--- src/rtl/usb_txn_if.sv ---
// usb_txn_if: transaction request, encoder and decoder handshake signals of the USB transaction sequencer
interface usb_txn_if;
  logic       txn_start;
  logic       txn_is_in;
  logic       tx_start;
  logic [1:0] tx_kind;
  logic       tx_done;
  logic       rec_start;
  logic       ACK_rec;
  logic       NAK_rec;
  logic       DATA0_rec;
  logic       rec_failed;
  logic       rx_eop;
  logic       rx_data_ok;
  logic       busy;
  logic [3:0] try_cnt;
  logic       txn_done;
  logic       txn_ok;
  modport master (
    output txn_start, txn_is_in, tx_done, ACK_rec, NAK_rec, DATA0_rec, rec_failed, rx_eop, rx_data_ok,
    input  tx_start, tx_kind, rec_start, busy, try_cnt, txn_done, txn_ok
  );
  modport slave (
    input  txn_start, txn_is_in, tx_done, ACK_rec, NAK_rec, DATA0_rec, rec_failed, rx_eop, rx_data_ok,
    output tx_start, tx_kind, rec_start, busy, try_cnt, txn_done, txn_ok
  );
endinterface

--- src/rtl/usb_txn_seq.sv ---
// usb_txn_seq: sequences one USB IN/OUT transaction (token, PID wait, EOP, handshake) with timeout and retries
module usb_txn_seq #(
  parameter int TIMEOUT = 255,
  parameter int MAX_TRY = 8
) (
  input logic       clock,
  input logic       reset_n,
  usb_txn_if.slave  bus
);
  typedef enum logic [3:0] {IDLE, SEND, WAIT_TX, ARM, WAIT_PID, WAIT_EOP, SEND_HS, WAIT_HS, RETRY, DONE} state_t;
  localparam logic [7:0] TO_LAST  = 8'(TIMEOUT - 1);
  localparam logic [3:0] TRY_LAST = 4'(MAX_TRY);
  state_t     state_q, state_d;
  logic       is_in_q, is_in_d;
  logic       nak_q, nak_d;
  logic       ok_q, ok_d;
  logic [3:0] try_q, try_d;
  logic [7:0] timer_q, timer_d;
  logic       timeout, pid_any, pid_good;
  always_ff @(posedge clock or negedge reset_n)
    if (!reset_n) begin
      state_q <= IDLE;
      is_in_q <= 1'b0;
      nak_q   <= 1'b0;
      ok_q    <= 1'b0;
      try_q   <= 4'd0;
      timer_q <= 8'd0;
    end else begin
      state_q <= state_d;
      is_in_q <= is_in_d;
      nak_q   <= nak_d;
      ok_q    <= ok_d;
      try_q   <= try_d;
      timer_q <= timer_d;
    end
  always_comb begin
    state_d  = state_q;
    is_in_d  = is_in_q;
    nak_d    = nak_q;
    ok_d     = ok_q;
    try_d    = try_q;
    timeout  = timer_q == TO_LAST;
    pid_any  = bus.rec_failed | bus.NAK_rec | bus.ACK_rec | bus.DATA0_rec;
    // a pulse of higher priority than the expected PID turns the attempt into a failure
    pid_good = is_in_q ? bus.DATA0_rec & ~bus.ACK_rec & ~bus.NAK_rec & ~bus.rec_failed
                       : bus.ACK_rec & ~bus.NAK_rec & ~bus.rec_failed;
    case (state_q)
      IDLE:     if (bus.txn_start) begin
                  state_d = SEND;
                  is_in_d = bus.txn_is_in;
                  try_d   = 4'd0;
                  ok_d    = 1'b0;
                end
      SEND:     state_d = WAIT_TX;
      WAIT_TX:  state_d = bus.tx_done ? ARM : WAIT_TX;
      ARM:      state_d = WAIT_PID;
      WAIT_PID: state_d = pid_good ? WAIT_EOP : (pid_any || timeout) ? RETRY : WAIT_PID;
      WAIT_EOP: if (bus.rx_eop) begin
                  state_d = is_in_q ? SEND_HS : DONE;
                  nak_d   = is_in_q & ~bus.rx_data_ok;
                  ok_d    = ~is_in_q;
                end else if (timeout) state_d = RETRY;
      SEND_HS:  state_d = WAIT_HS;
      WAIT_HS:  if (bus.tx_done) begin
                  state_d = nak_q ? RETRY : DONE;
                  ok_d    = ~nak_q;
                end
      RETRY:    begin
                  try_d   = try_q + 4'd1;
                  state_d = (try_d == TRY_LAST) ? DONE : SEND;
                end
      DONE:     state_d = IDLE;
      default:  state_d = IDLE;
    endcase
    // the timer restarts from zero on every entry into a waiting state
    timer_d = (state_d == state_q && (state_q == WAIT_PID || state_q == WAIT_EOP)) ? timer_q + 8'd1 : 8'd0;
  end
  assign bus.busy      = state_q != IDLE;
  assign bus.tx_start  = state_q == SEND || state_q == SEND_HS;
  assign bus.tx_kind   = state_q == SEND ? {1'b0, is_in_q} : state_q == SEND_HS ? {1'b1, nak_q} : 2'b00;
  assign bus.rec_start = state_q == ARM;
  assign bus.txn_done  = state_q == DONE;
  assign bus.txn_ok    = state_q == DONE && ok_q;
  assign bus.try_cnt   = try_q;
endmodule

--- src/flat_wrapper.sv ---
// flat-port wrapper written by rule: the top's interface ports become plain ports
module usb_txn_seq_flat 
#(
  parameter int TIMEOUT = 255,
  parameter int MAX_TRY = 8
)
  (clock, reset_n, bus_txn_start, bus_txn_is_in, bus_tx_done, bus_ACK_rec, bus_NAK_rec, bus_DATA0_rec, bus_rec_failed, bus_rx_eop, bus_rx_data_ok, bus_tx_start, bus_tx_kind, bus_rec_start, bus_busy, bus_try_cnt, bus_txn_done, bus_txn_ok);
  usb_txn_if bus_i ();
  input logic clock;
  input logic reset_n;
  input wire logic [$bits(bus_i.txn_start)-1:0] bus_txn_start;
  input wire logic [$bits(bus_i.txn_is_in)-1:0] bus_txn_is_in;
  input wire logic [$bits(bus_i.tx_done)-1:0] bus_tx_done;
  input wire logic [$bits(bus_i.ACK_rec)-1:0] bus_ACK_rec;
  input wire logic [$bits(bus_i.NAK_rec)-1:0] bus_NAK_rec;
  input wire logic [$bits(bus_i.DATA0_rec)-1:0] bus_DATA0_rec;
  input wire logic [$bits(bus_i.rec_failed)-1:0] bus_rec_failed;
  input wire logic [$bits(bus_i.rx_eop)-1:0] bus_rx_eop;
  input wire logic [$bits(bus_i.rx_data_ok)-1:0] bus_rx_data_ok;
  output wire logic [$bits(bus_i.tx_start)-1:0] bus_tx_start;
  output wire logic [$bits(bus_i.tx_kind)-1:0] bus_tx_kind;
  output wire logic [$bits(bus_i.rec_start)-1:0] bus_rec_start;
  output wire logic [$bits(bus_i.busy)-1:0] bus_busy;
  output wire logic [$bits(bus_i.try_cnt)-1:0] bus_try_cnt;
  output wire logic [$bits(bus_i.txn_done)-1:0] bus_txn_done;
  output wire logic [$bits(bus_i.txn_ok)-1:0] bus_txn_ok;
  assign bus_i.txn_start = bus_txn_start;
  assign bus_i.txn_is_in = bus_txn_is_in;
  assign bus_i.tx_done = bus_tx_done;
  assign bus_i.ACK_rec = bus_ACK_rec;
  assign bus_i.NAK_rec = bus_NAK_rec;
  assign bus_i.DATA0_rec = bus_DATA0_rec;
  assign bus_i.rec_failed = bus_rec_failed;
  assign bus_i.rx_eop = bus_rx_eop;
  assign bus_i.rx_data_ok = bus_rx_data_ok;
  assign bus_tx_start = bus_i.tx_start;
  assign bus_tx_kind = bus_i.tx_kind;
  assign bus_rec_start = bus_i.rec_start;
  assign bus_busy = bus_i.busy;
  assign bus_try_cnt = bus_i.try_cnt;
  assign bus_txn_done = bus_i.txn_done;
  assign bus_txn_ok = bus_i.txn_ok;
  usb_txn_seq #(.TIMEOUT(TIMEOUT), .MAX_TRY(MAX_TRY)) u_core (.clock(clock), .reset_n(reset_n), .bus(bus_i));
endmodule
--- config.mk ---
export PLATFORM = sky130hd
export DESIGN_NAME = usb_txn_seq_flat
export DESIGN_NICKNAME = d
export VERILOG_FILES = /design/src/rtl/usb_txn_if.sv /design/src/rtl/usb_txn_seq.sv /design/src/flat_wrapper.sv
export SDC_FILE = /design/constraint.sdc
export NUM_CORES = 1
export LEC_CHECK = 0
export ABC_AREA = 0
export CELL_PAD_IN_SITES_DETAIL_PLACEMENT = 1
export CELL_PAD_IN_SITES_GLOBAL_PLACEMENT = 2
export CORE_MARGIN = 4
export CORE_UTILIZATION = 28
export CTS_CLUSTER_SIZE = 24
export DETAILED_ROUTE_END_ITERATION = 10
export PLACE_DENSITY = 0.79
export SETUP_SLACK_MARGIN = 0.2
export SLEW_MARGIN = 25
export SYNTH_ARGS = -nofsm -noshare
export SYNTH_HDL_FRONTEND = slang
export SYNTH_SLANG_ARGS = --single-unit
--- constraint.sdc ---
create_clock -name clock -period 1.5 [get_ports clock]
set_clock_uncertainty 0.2 [all_clocks]
set_input_delay 0.375 -clock clock [delete_from_list [all_inputs] [get_ports clock]]
set_output_delay 0.375 -clock clock [all_outputs]
set_load 0.02 [all_outputs]
==> results.md <==
* Status: finished with violations
* Failing checks: setup timing
* Crit path launch type: flip-flop
* Mapped cell area at 1247 sq um
* Layout cell share with drive strength beyond 1 at 50.24%
* Worst path top cell family by delay: flip-flops
* Hold Crit Class: input port to asynchronous set/reset pin
* Initial antenna violation count at 0
* Total core area at 4324 sq um
* FF-to-FF path depth at 7
* Synthesized instance count at approximately 140
* Synth Register Bits at 19
* Antenna cells at 0
* Placed insts at 244
* Final hold viol count at 0
* Vias in the first global route at 1443
* Full die area at 5587 sq um
* GR Overflow Total at 0
* Worst-path clk slew at 0.07 ns
* Finished Layout Cells at 259
* Chip height at 74.75 um
* Final net count at 223
* Final Worst Setup Slack at -0.4717 ns
* Peak supply drop at 0.9594 mV
* Setup TNS at -4.965 ns
* # H-tree levels at 1
* I/O pins at 22
* Cell mode on critical path: buf_6
* Pin count of the biggest net entering global routing at 20
* WL/cell at 17.05 um
* Flop2flop setup slack at -0.22 ns
* Syn_nets at between 150 and 200
* Multi-input logic area at 904.6 sq um
* Fin crit share at 131.4%
* Vias at ~1300
* DRC errors left at 0
* Power Dens Cells at 1472 nW/um^2
* Critical Path Max Stage Delay at 0.49 ns
* Critical Path Start: u_core.state_q[0]
* Max Root-Sink Buffers at 2
* Total iterations of the first detailed-routing run at 4
* Setup Viol. Count Final at 25
* Root buf cell: clkbuf_8
* Crit-path cells: buf_6 > nor3_4 > or2b_1 > buf_6
* Worst Tran Pin Value at about 0.34 ns
* Post-synth EDFFs at 0
* Initial Util at 28.85%
* Skew-Pair Late Insertion Delay at 0.26 ns
* Slowest cell on crit path: dfrtp_2
* Pins Over Slew Limit at 0
* Number of max-cap violations at 0
* Final Critical Period at approximately 2.0 ns
* Worst setup EP type: output port
* Yosys warnings at 0
* Syn Area/Cell at 8.974 sq um
* All-Layer GR Usage at 16.45%
* Worst Hold Margin at 0.2610 ns
* First-pass GRT wire length at around 7.0 mm
* Clock Sinks at 19
* Placed inst area at 1898 sq um
* Port-buffer cells at 21
* Site Rows at 24
* WP data arrival at 1.40 ns
* CTS Hold Buffers Added at 0
* Max transition margin at 77.25%
* Cts bufs inserted at 3
* Antenna Nets Post-Route at 0
* Fmax at between 500 and 600 MHz
* Crit Path Max Fanout at 7
* CTS tree: done
* R2r endpoint: u_core.state_q[3]
* Synth unique cells at 44
* Area growth, synth to finish at 74.42%
* Layout fillers at 500
* Post-synth ARST share at 100.0%
* RSZ-0062 raised after global routing: true
* RR Startpoint: u_core.state_q[0]
* Initial DRC count at 25
* Leakage power at 0.9664 nW
* Worst EP required at 0.92 ns
* RD Place Congestion at 0.8785
* Final wirelength at between 4 and 5 mm
* Die width at 74.75 um
* WS Path Type: flip-flop to output port
* Buf/Inv on CP at 2
* Design area at roughly 2200 sq um
* Via density at 5.085
* Ys flop type: dfrtp_1
* Seq/Total Area, Yosys at 38.11%
* DP HPWL at 3.021 mm
* Reg area at between 400 and 500 sq um
-- power by group --
| part | internal [mW] | total (mW) | switching, mW |
|---|---|---|---|
| Combinational | 1.09 | 2.07 | 0.978 |
| Sequential | 0.615 | 0.771 | 0.157 |
| Clock | 0.189 | 0.363 | 0.174 |
-- cell usage after synthesis (2+ instances only) --
cell type,count,area (sq um)
buf_2,5,25.02
nor2b_1,3,18.77
o211ai_1,2,15.01
nand3b_1,2,15.01
a22o_1,2,17.52
dfrtp_1,19,475.5
nand4_1,3,18.77
xnor2_1,5,43.79
nand2b_1,3,18.77
inv_1,5,18.77
a211oi_1,2,15.01
o21ai_0,7,35.03
nand3_1,7,35.03
a21oi_1,6,30.03
nor3_1,4,20.02
nor2_1,19,71.32
ha_1,4,50.05
xor2_1,3,26.28
nand2_1,13,48.80
-- through the flow --
step | util (%) | setup slack (ns) | total power, mW
floorplan | - | -0.1612 | 1.603
global placement | 43.89 | -0.5572 | 2.237
detailed placement | 43.89 | -0.6101 | 2.280
CTS | 47.45 | -0.4564 | 2.931
global route | 50.32 | -0.5415 | 3.383
finish | 50.32 | -0.4717 | 3.202
-- cells in the final DEF, fill, tap and decap left out, types with 5 or more instances in the layout --
cell type / count
dlygate4sd2_1: 5
nand3_1: 7
xnor2_1: 5
inv_1: 5
buf_4: 37
nand2_1: 10
nor2_1: 14
clkdlybuf4s50_1: 5
buf_6: 19
dfrtp_2: 5
dfrtp_1: 14
-- worst max path at each step --
stage                     depth (start not counted)  slack [ns]        endpoint
after detailed placement                          5       -0.61    bus_tx_start
after CTS                                         4       -0.46        bus_busy
after global routing                              4       -0.54        bus_busy
after floorplan                                   2       -0.16        bus_busy
after global placement                            5       -0.56  bus_tx_kind[0]
final                                             4       -0.47        bus_busy
-- cells by family after synthesis --
kind of cell	after synthesis	share of synthesized area [%]
AND/OR/NAND/NOR	65	28.79
multiplexers	3	2.908
flip-flops	19	38.11
XOR/XNOR	8	5.617
adder cells (fa/ha/maj)	4	4.012
AO/OA/AOI/OAI	29	16.15
buffers and inverters	11	4.413
-- per-layer routing --
layer | vias to the layer above | wire [um] | GRT usage [%]
met5 | - | 0 | 0
met4 | 0 | 48 | 5.929
met3 | 7 | 149 | 2.937
met2 | 24 | 2411 | 30.63
met1 | 655 | 1806 | 18.67
li1 | 631 | - | -
-- timing repair --
| item | CTS | global route |
|---|---|---|
| resized for setup | 87 | 23 |
| setup buffers | 6 | 5 |
| pin swaps | 12 | 11 |
| endpoints found under the setup margin | 30 | 30 |
-- final cells by class --
cell class                 instances  area share (%)
clock buffer                       4           2.070
inverter                           5          0.8626
multi-input combinational        109           41.58
sequential                        19           22.14
tap                               52           2.990
timing repair buffer              70           30.36
-- flip-flops by register name, indices dropped and copies added (netlist names) --
register and cells:
u_core.bus.try_cnt 4, u_core.is_in_q 1, u_core.nak_q 1, u_core.ok_q 1
u_core.state_q 4, u_core.timer_q 8
Note: power is estimated with default switching activity, not from simulation.
